`src/rtl/led_uart_tx_pkg.sv`:
```
// rtl/led_uart_tx_pkg.sv - shared TX state encodings and baud default
package led_uart_tx_pkg;

  typedef enum logic [1:0] {
    TX_IDLE  = 2'd0,
    TX_START = 2'd1,
    TX_DATA  = 2'd2,
    TX_STOP  = 2'd3
  } tx_state_e;

  // 50 MHz system clock at 115200 baud.
  localparam int DEFAULT_CLKS_PER_BIT = 434;

endpackage

```
`src/rtl/led_uart_tx_sync_fifo.sv`:
```
// rtl/led_uart_tx_sync_fifo.sv - synchronous FIFO with combinational head output
module sync_fifo #(
  parameter int WIDTH = 8,
  parameter int DEPTH = 8,
  localparam int AW = $clog2(DEPTH)
) (
  input  logic             Clock,
  input  logic             Reset,
  input  logic             iPush,
  input  logic             iPop,
  input  logic [WIDTH-1:0] iData,
  output logic [WIDTH-1:0] oData,
  output logic             oFull,
  output logic             oEmpty,
  output logic [AW:0]      oCount
);

  logic [WIDTH-1:0] mem_q [DEPTH];
  logic [AW-1:0]    wr_ptr_q;
  logic [AW-1:0]    rd_ptr_q;
  logic [AW:0]      count_q;
  logic             do_push;
  logic             do_pop;

  assign oFull  = (count_q == (AW+1)'(DEPTH));
  assign oEmpty = (count_q == '0);
  assign oCount = count_q;
  assign oData  = mem_q[rd_ptr_q];

  // A push while full is still taken when a pop frees the head slot this cycle.
  assign do_pop  = iPop && !oEmpty;
  assign do_push = iPush && (!oFull || do_pop);

  always_ff @(posedge Clock) begin
    if (do_push) begin
      mem_q[wr_ptr_q] <= iData;
    end
  end

  always_ff @(posedge Clock) begin
    if (Reset) begin
      wr_ptr_q <= '0;
      rd_ptr_q <= '0;
      count_q  <= '0;
    end else begin
      if (do_push) begin
        wr_ptr_q <= wr_ptr_q + AW'(1);
      end
      if (do_pop) begin
        rd_ptr_q <= rd_ptr_q + AW'(1);
      end
      case ({do_push, do_pop})
        2'b10:   count_q <= count_q + (AW+1)'(1);
        2'b01:   count_q <= count_q - (AW+1)'(1);
        default: count_q <= count_q;
      endcase
    end
  end

endmodule

```
`src/rtl/led_uart_tx.sv`:
```
// rtl/led_uart_tx.sv - captures LED bytes into a FIFO and sends them as 8N1 UART frames
module led_uart_tx
  import led_uart_tx_pkg::*;
#(
  parameter int CLKS_PER_BIT = DEFAULT_CLKS_PER_BIT,
  parameter int FIFO_DEPTH   = 8,
  parameter int ADDR_W       = 3
) (
  input  logic              Clock,
  input  logic              Reset,
  input  logic [7:0]        iData,
  input  logic              iValid,
  output logic              oTx,
  output logic              oBusy,
  output logic              oFull,
  output logic              oOverflow,
  output logic [ADDR_W:0]   oCount
);

  localparam int BAUD_W = $clog2(CLKS_PER_BIT);

  tx_state_e         state_q;
  logic [BAUD_W-1:0] baud_q;
  logic [2:0]        bit_q;
  logic [7:0]        shift_q;
  logic              tx_q;
  logic              overflow_q;

  logic [7:0]        fifo_data;
  logic              fifo_full;
  logic              fifo_empty;
  logic [ADDR_W:0]   fifo_count;
  logic              pop;
  logic              overflow_d;
  logic              baud_tc;

  assign pop        = (state_q == TX_IDLE) && !fifo_empty;
  assign overflow_d = overflow_q || (iValid && fifo_full && !pop);
  assign baud_tc    = (baud_q == BAUD_W'(CLKS_PER_BIT - 1));

  sync_fifo #(
    .WIDTH (8),
    .DEPTH (FIFO_DEPTH)
  ) u_fifo (
    .Clock  (Clock),
    .Reset  (Reset),
    .iPush  (iValid),
    .iPop   (pop),
    .iData  (iData),
    .oData  (fifo_data),
    .oFull  (fifo_full),
    .oEmpty (fifo_empty),
    .oCount (fifo_count)
  );

  // The line level is registered from the current state, so it trails the FSM by one cycle.
  always_ff @(posedge Clock) begin
    if (Reset) begin
      state_q    <= TX_IDLE;
      baud_q     <= '0;
      bit_q      <= '0;
      shift_q    <= '0;
      tx_q       <= 1'b1;
      overflow_q <= 1'b0;
    end else begin
      overflow_q <= overflow_d;
      case (state_q)
        TX_IDLE: begin
          tx_q <= 1'b1;
          if (pop) begin
            shift_q <= fifo_data;
            baud_q  <= '0;
            state_q <= TX_START;
          end
        end
        TX_START: begin
          tx_q <= 1'b0;
          if (baud_tc) begin
            baud_q  <= '0;
            bit_q   <= '0;
            state_q <= TX_DATA;
          end else begin
            baud_q <= baud_q + BAUD_W'(1);
          end
        end
        TX_DATA: begin
          tx_q <= shift_q[0];
          if (baud_tc) begin
            baud_q  <= '0;
            shift_q <= {1'b0, shift_q[7:1]};
            bit_q   <= bit_q + 3'd1;
            if (bit_q == 3'd7) begin
              state_q <= TX_STOP;
            end
          end else begin
            baud_q <= baud_q + BAUD_W'(1);
          end
        end
        TX_STOP: begin
          tx_q <= 1'b1;
          if (baud_tc) begin
            baud_q  <= '0;
            state_q <= TX_IDLE;
          end else begin
            baud_q <= baud_q + BAUD_W'(1);
          end
        end
        default: begin
          tx_q    <= 1'b1;
          state_q <= TX_IDLE;
        end
      endcase
    end
  end

  assign oTx       = tx_q;
  assign oBusy     = (state_q != TX_IDLE) || !fifo_empty;
  assign oFull     = fifo_full;
  assign oOverflow = overflow_q;
  assign oCount    = fifo_count;

endmodule

```
`config.mk`:
```
export PLATFORM = sky130hd
export DESIGN_NAME = led_uart_tx
export DESIGN_NICKNAME = d
export VERILOG_FILES = /design/src/rtl/led_uart_tx_pkg.sv /design/src/rtl/led_uart_tx_sync_fifo.sv /design/src/rtl/led_uart_tx.sv
export SDC_FILE = /design/constraint.sdc
export NUM_CORES = 1
export LEC_CHECK = 0
export CAP_MARGIN = 20
export CORE_ASPECT_RATIO = 1.4
export CORE_MARGIN = 8
export CORE_UTILIZATION = 55
export DETAILED_ROUTE_END_ITERATION = 12
export DONT_BUFFER_PORTS = 1
export GPL_ROUTABILITY_DRIVEN = 0
export PLACE_DENSITY = 0.73
export SKIP_CTS_REPAIR_TIMING = 1
export SYNTH_ARGS = -nofsm -noshare
export SYNTH_HDL_FRONTEND = slang
export SYNTH_HIERARCHICAL = 1
export SYNTH_SLANG_ARGS = --single-unit
```
`constraint.sdc`:
```
create_clock -name Clock -period 4.2 [get_ports Clock]
set_clock_uncertainty 0.2 [all_clocks]
set_input_delay 0.84 -clock Clock [delete_from_list [all_inputs] [get_ports Clock]]
set_output_delay 0.84 -clock Clock [all_outputs]
set_load 0.01 [all_outputs]
```
==> results of run 1 <==
-- cell type report --
cell class / count / area (sq um)
fill: 634 / 3230
sequential: 101 / 2660
multi-input combinational: 189 / 1640
clock buffer: 12 / 236
tap: 102 / 128
timing repair buffer: 6 / 45.0
inverter: 10 / 37.5
clock inverter: 4 / 25.0
-- kinds of logic after synthesis --
kind of cell,count (synthesis),share of synthesized area (%)
AOI/OAI and AO/OA,38,7.14
buffers and inverters,23,2.96
muxes,29,12.2
DFF,101,60.0
and+or+nand+nor,95,11.0
adders and majority gates,14,4.12
xor gates and xnor gates,13,2.57
-- routing by layer --
metal	vias to the layer above	wire [microns]	track usage, %
met2	36	3790	24.4
met5	-	0	0
met3	11	296	3.86
li1	1185	-	-
met4	0	143	7.08
met1	1194	3130	15.5
-- metrics by stage --
step           instance area [sq um]  instances  hold WS, ns
5_1_grt                         4770        424        0.317
4_1_cts                         4770        424        0.285
6_report                        4770        424        0.278
2_1_floorplan                   4430        313        0.253
3_3_place_gp                    4510        408        0.261
3_5_place_dp                    4510        408        0.276
-- final timing paths --
kind,to,slack (ns),depth (start not counted)
max,u_fifo/oCount[3]$_SDFFE_PP0P_,0.83,11
min,bit_q[2]$_SDFFE_PP0P_,0.28,2
max reg2reg,u_fifo/oCount[3]$_SDFFE_PP0P_,0.83,11
min reg2reg,bit_q[2]$_SDFFE_PP0P_,0.28,2
-- power groups by stage --
stage          Clock [mW]  Sequential [mW]  Combinational, mW
2_1_floorplan           0             1.25              0.641
3_3_place_gp            0             1.29              0.691
3_5_place_dp            0             1.29              0.709
4_1_cts             0.746             1.27              0.716
5_1_grt             0.784             1.29              0.787
6_report            0.728             1.27              0.710
-- Yosys cell counts, types with 4 or more instances --
cell / n
inv_1: 10
nor3_1: 7
nand3_1: 5
nor2_1: 43
o21ai_0: 4
mux4_2: 6
nand2_1: 13
buf_2: 4
mux2_2: 9
a21oi_1: 7
mux4_1: 10
nand2b_1: 4
mux2i_1: 4
ha_1: 13
o221a_2: 8
dfxtp_1: 37
xnor2_1: 6
xor2_1: 7
edfxtp_1: 64
-- worst register-to-register path, delay by kind of cell, from the launching register on --
kind	cells	cell delay (ns)
AO/OA/AOI/OAI	4	0.68
adder cells (fa/ha/maj)	1	0.27
buffers and inverters	1	0.09
flip-flops	1	0.52
AND/OR/NAND/NOR	5	1.54
-- cell usage in the layout (no fill, tap or decap), types with 2 or more instances in the layout --
cell and instances:
xor2_1 7, clkbuf_16 9, inv_1 10, clkbuf_1 3
nand2_1 13, a21oi_1 7, and2_1 3, mux2i_1 4
mux4_2 6, ha_1 13, o31ai_1 2, o211ai_1 3
nor4b_1 2, buf_4 6, clkinvlp_4 2, or3_1 2
o221a_2 8, nand2b_1 4, mux4_1 10, o21ai_0 4
dfxtp_1 37, nor2_1 43, nand3_1 5, nor3_1 7
xnor2_1 6, mux2_2 9, nand4_1 2, edfxtp_1 64
-- sequential cells by signal (all words and copies together) (netlist names), 2 cells and up, named ones only --
name / count
u_fifo/wr_ptr_q: 3
u_fifo/rd_ptr_q: 3
u_fifo/oCount: 4
bit_q: 3
baud_q: 9
shift_q: 8
u_fifo/mem_q: 64
state_q: 2
==> flow_metrics.env, run 1 <==
export IMPL_clkSlewWorstSetupHoldPaths_ns=0.06
export IMPL_numCtsBuffers=9
export IMPL_post_route_util_pct=59.7
export IMPL_end_kind="register"
export IMPL_final_setup_worst_slack_ns=0.834
export IMPL_clock_latency_ns=0.34
export IMPL_ys_seq_area_share_pct=60.0
export IMPL_power_switching_mw=0.831
export IMPL_startpoint="u_fifo/oCount[0]$_SDFFE_PP0P_"
export IMPL_drt_pass1_iter_count=5
export IMPL_vias_per_cell=5.72
export IMPL_cp_start_kind="register"
export IMPL_async_flop_share_pct=0
export IMPL_period_share_pct=80.1
export IMPL_clock_power_share_pct=26.9
export IMPL_cp_required_ns=4.27
export IMPL_grt_total_usage_pct=14.0
export IMPL_cts_htree_levels=3
export IMPL_ir_drop_uv=378
export IMPL_boundaryPins=19
export IMPL_numClockSinks=101
export IMPL_worstSetupPathType="register to register"
export IMPL_syn_area_sq_um=4430
export IMPL_p_seq_share_pct=46.9
export IMPL_tns_ns=0
export IMPL_synth_edf_count=64
export IMPL_drt_wl_total_mm=7.35
export IMPL_crit_path_max_incr_delay_ns=0.52
export IMPL_die_area_sq_um=11200
export IMPL_drtIter0Drc=188
export IMPL_min_from="bit_q[2]$_SDFFE_PP0P_"
export IMPL_synth_area_leaders="edfxtp_1 (43%), dfxtp_1 (17%), mux4_1 (5.9%)"
export IMPL_crit_fanout=9
export IMPL_drive_gt1_share_pct=16.1
export IMPL_place_ws_ns=0.897
export IMPL_slew_viol_final=0
export IMPL_p_leak_nw=1.66
export IMPL_ys_warn_count=6
export IMPL_io_buffers=0
export IMPL_outcome="complete, no violations"
export IMPL_grt_setup_unrepaired="false"
export IMPL_vias=2426
export IMPL_root_buffer="clkbuf_16"
export IMPL_cap_violations=0
export IMPL_power_mw=2.71
export IMPL_power_density_nw_per_um2=567
export IMPL_relSlewSlack_pct=48.0
export IMPL_hold_path_class="register to register"
export IMPL_yosysTopAreaCell="edfxtp_1"
export IMPL_fp_dieW_microns=91.9
export IMPL_avgSynthCellArea_sq_um=14.2
export IMPL_cts_path_max_buffers=2
export IMPL_drc_errors=0
export IMPL_synthCells=313
export IMPL_layout_min_cycle_time_ns=3.37
export IMPL_arrival_ns=3.43
export IMPL_synth_cell_types=59
export IMPL_tritoncts="built"
export IMPL_worstPathCellList="or3_1 > nor2_1 > nor2b_1 > o21ai_2 > or2_2 > inv_1 > ha_1 > a21oi_1 > nor4bb_1 > o21bai_1 > a31oi_1"
export IMPL_diodes=0
export IMPL_grt_pass1_wl_mm=12.2
export IMPL_dp_final_hpwl_mm=5.06
export IMPL_synth_ff_type="edfxtp_1"
export IMPL_p_sw_share_pct=30.7
export IMPL_report_final_hold_viol_count=0
export IMPL_grt_max_degree=26
export IMPL_intPower_mw=1.88
export IMPL_tightest_slew_ns=0.777
export IMPL_synth_top_cell_area_share_pct=43.3
export IMPL_synth_nets=338
export IMPL_core_area_sq_um=8000
export IMPL_antenna_found_initial=0
export IMPL_area_delta_synth_final_pct=7.67
export IMPL_cp_top_family="simple AND/OR/NAND/NOR gates"
export IMPL_overflow=0
export IMPL_setup_viol=0
export IMPL_r2r_start="u_fifo/oCount[0]$_SDFFE_PP0P_"
export IMPL_drt_antenna_violating_nets=0
export IMPL_dieHeight_microns=122
export IMPL_wire_per_inst_microns=17.3
export IMPL_layout_nets=342
export IMPL_start_util_pct=55.4
export IMPL_ys_ff_latch=101
export IMPL_cpMaxStageDelayCell="dfxtp_1"
export IMPL_rows=39
export IMPL_cp_buffers_inverters=1
export IMPL_grt_pass1_vias=2496
export IMPL_max_freq_mhz=297
export IMPL_p_comb_share_pct=26.2
Power figures use the tool's default switching activity.
==> run 2: changes to the inputs <==
PLACE_DENSITY = 0.76   (was 0.73)
clock period = 2.9 ns   (was 4.2 ns; I/O delays follow)
==> run 2 against run 1 <==
Worst setup slack worse by 0.54 ns. Clock power up 47%. Clock-buffer cell count down 3. Sequential cell count unchanged. Non-clock buffer count up 9. Final cell count up 2.1%. Register-to-register slack worse by 0.54 ns. Sequential share of layout area down 1.0 points. Critical path type unchanged. Sequential power up 40%.
==> flow_metrics.env, run 2 (synthesis gave the netlist of run 1 again) <==
export IMPL_worstSetupPathType="register to register"
export IMPL_whs_ns=0.106
export IMPL_fp_dieW_microns=91.9
export IMPL_fin_cells=433
export IMPL_crit_path_max_incr_delay_ns=0.42
export IMPL_max_freq_mhz=383
export IMPL_period_share_pct=90.0
export IMPL_grt_pass1_vias=2635
export IMPL_rows=39
export IMPL_relSlewSlack_pct=43.6
export IMPL_whs_path_depth=1
export IMPL_core_area_sq_um=8000
export IMPL_crit_fanout=5
export IMPL_drt_wl_total_mm=7.98
export IMPL_area_delta_synth_final_pct=9.68
export IMPL_tightest_slew_ns=0.843
export IMPL_report_final_hold_viol_count=0
export IMPL_cts_htree_levels=3
export IMPL_fillers=620
export IMPL_dieHeight_microns=122
export IMPL_overflow=0
export IMPL_power_density_nw_per_um2=831
export IMPL_vias=2558
export IMPL_cp_required_ns=2.97
export IMPL_r2r_cells=10
export IMPL_clkSlewWorstSetupHoldPaths_ns=0.06
export IMPL_top_regs="u_fifo/mem_q x64, baud_q x9, shift_q x8"
export IMPL_layout_nets=351
export IMPL_largest_register_ffs=64
export IMPL_cap_violations=0
export IMPL_multi_input_area_sq_um=1660
export IMPL_antenna_found_initial=0
export IMPL_cp_start_kind="register"
export IMPL_p_leak_nw=1.72
export IMPL_arrival_ns=2.68
export IMPL_drt_antenna_violating_nets=0
export IMPL_power_mw=4.04
export IMPL_numCtsBuffers=9
export IMPL_cts_path_max_buffers=2
export IMPL_ir_drop_uv=527
export IMPL_final_common_cell="edfxtp_1"
export IMPL_boundaryPins=19
export IMPL_reg2reg_slack_ns=0.29
export IMPL_setup_viol=0
export IMPL_grt_setup_unrepaired="false"
export IMPL_regArea_sq_um=2660
export IMPL_tns_ns=0
export IMPL_end_kind="register"
export IMPL_tritoncts="built"
export IMPL_die_area_sq_um=11200
export IMPL_outcome="complete, no violations"
export IMPL_diodes=0
export IMPL_layout_min_cycle_time_ns=2.61
export IMPL_hold_path_class="primary input to register"
export IMPL_io_buffers=0
export IMPL_grt_total_usage_pct=15.2
export IMPL_top_register="u_fifo/mem_q"
export IMPL_drt_pass1_iter_count=4
export IMPL_drc_errors=0
export IMPL_dp_final_hpwl_mm=5.61
export IMPL_drtIter0Drc=142
export IMPL_grt_pass1_wl_mm=13.0
export IMPL_slew_viol_final=0
export IMPL_numClockSinks=101
export IMPL_dp_cells=416
export IMPL_vias_per_cell=5.91
export IMPL_layout_common_cells="edfxtp_1 (64), nor2_1 (42), dfxtp_1 (37)"
export IMPL_clock_latency_ns=0.34
export IMPL_start_util_pct=55.4
export IMPL_root_buffer="clkbuf_16"
export IMPL_wire_per_inst_microns=18.4
export IMPL_cpMaxStageDelayCell="or3_1"
export IMPL_worstPathCellList="or3_1 > buf_4 > o21ai_2 > or2_2 > inv_1 > ha_1 > nand3_1 > nor4bb_1 > o21bai_1 > a31oi_1"
export IMPL_drive_gt1_share_pct=19.6
export IMPL_grt_max_degree=26
-- run 2: worst paths after layout --
| path | from | to |
|---|---|---|
| min reg2reg | bit_q[1]$_SDFFE_PP0P_ | bit_q[1]$_SDFFE_PP0P_ |
| min | Reset | u_fifo/oCount[0]$_SDFFE_PP0P_ |
| max | u_fifo/oCount[1]$_SDFFE_PP0P_ | u_fifo/oCount[3]$_SDFFE_PP0P_ |
| max reg2reg | u_fifo/oCount[1]$_SDFFE_PP0P_ | u_fifo/oCount[3]$_SDFFE_PP0P_ |
-- run 2: area by class of cell --
cell class              instances  area share [%]
clock buffers                   9            4.63
multi-input cells             189            34.0
inverters                      10           0.772
repair buffers                 15            2.32
well taps                     102            2.62
flip-flops and latches        101            54.7
clock inverters                 7           0.875
-- run 2: through the flow --
step / worst slack, ns / area (sq um) / util (%)
floorplan: 0.0493 / 4440 / -
global placement: 0.231 / 4580 / 57.2
detailed placement: 0.137 / 4580 / 57.2
CTS: 0.108 / 4850 / 60.6
global route: 0.0460 / 4860 / 60.8
finish: 0.290 / 4860 / 60.8
-- run 2: where the power goes --
| group | internal [mW] | switching [mW] | leakage, nW |
|---|---|---|---|
| Sequential | 1.68 | 0.101 | 0.883 |
| Clock | 0.574 | 0.492 | 0.128 |
| Combinational | 0.530 | 0.664 | 0.706 |
| Total | 2.79 | 1.26 | 1.72 |
-- run 2: per-layer routing --
metal | wire length [microns] | vias up | GRT usage [%] | share of wire [%]
met5 | 0 | - | 0 | 0
met1 | 3160 | 1280 | 16.1 | 40
met4 | 288 | 0 | 8.90 | 3.6
met2 | 4240 | 51 | 26.9 | 53
met3 | 285 | 22 | 3.73 | 3.6
li1 | - | 1205 | - | -
-- run 2: critical path, delay by kind of cell, from the launching register on --
kind / cells / cell delay, ns
AOI/OAI and AO/OA: 3 / 0.43
DFF: 1 / 0.31
and+or+nand+nor: 4 / 1.03
adders and majority gates: 1 / 0.33
buffers and inverters: 2 / 0.25
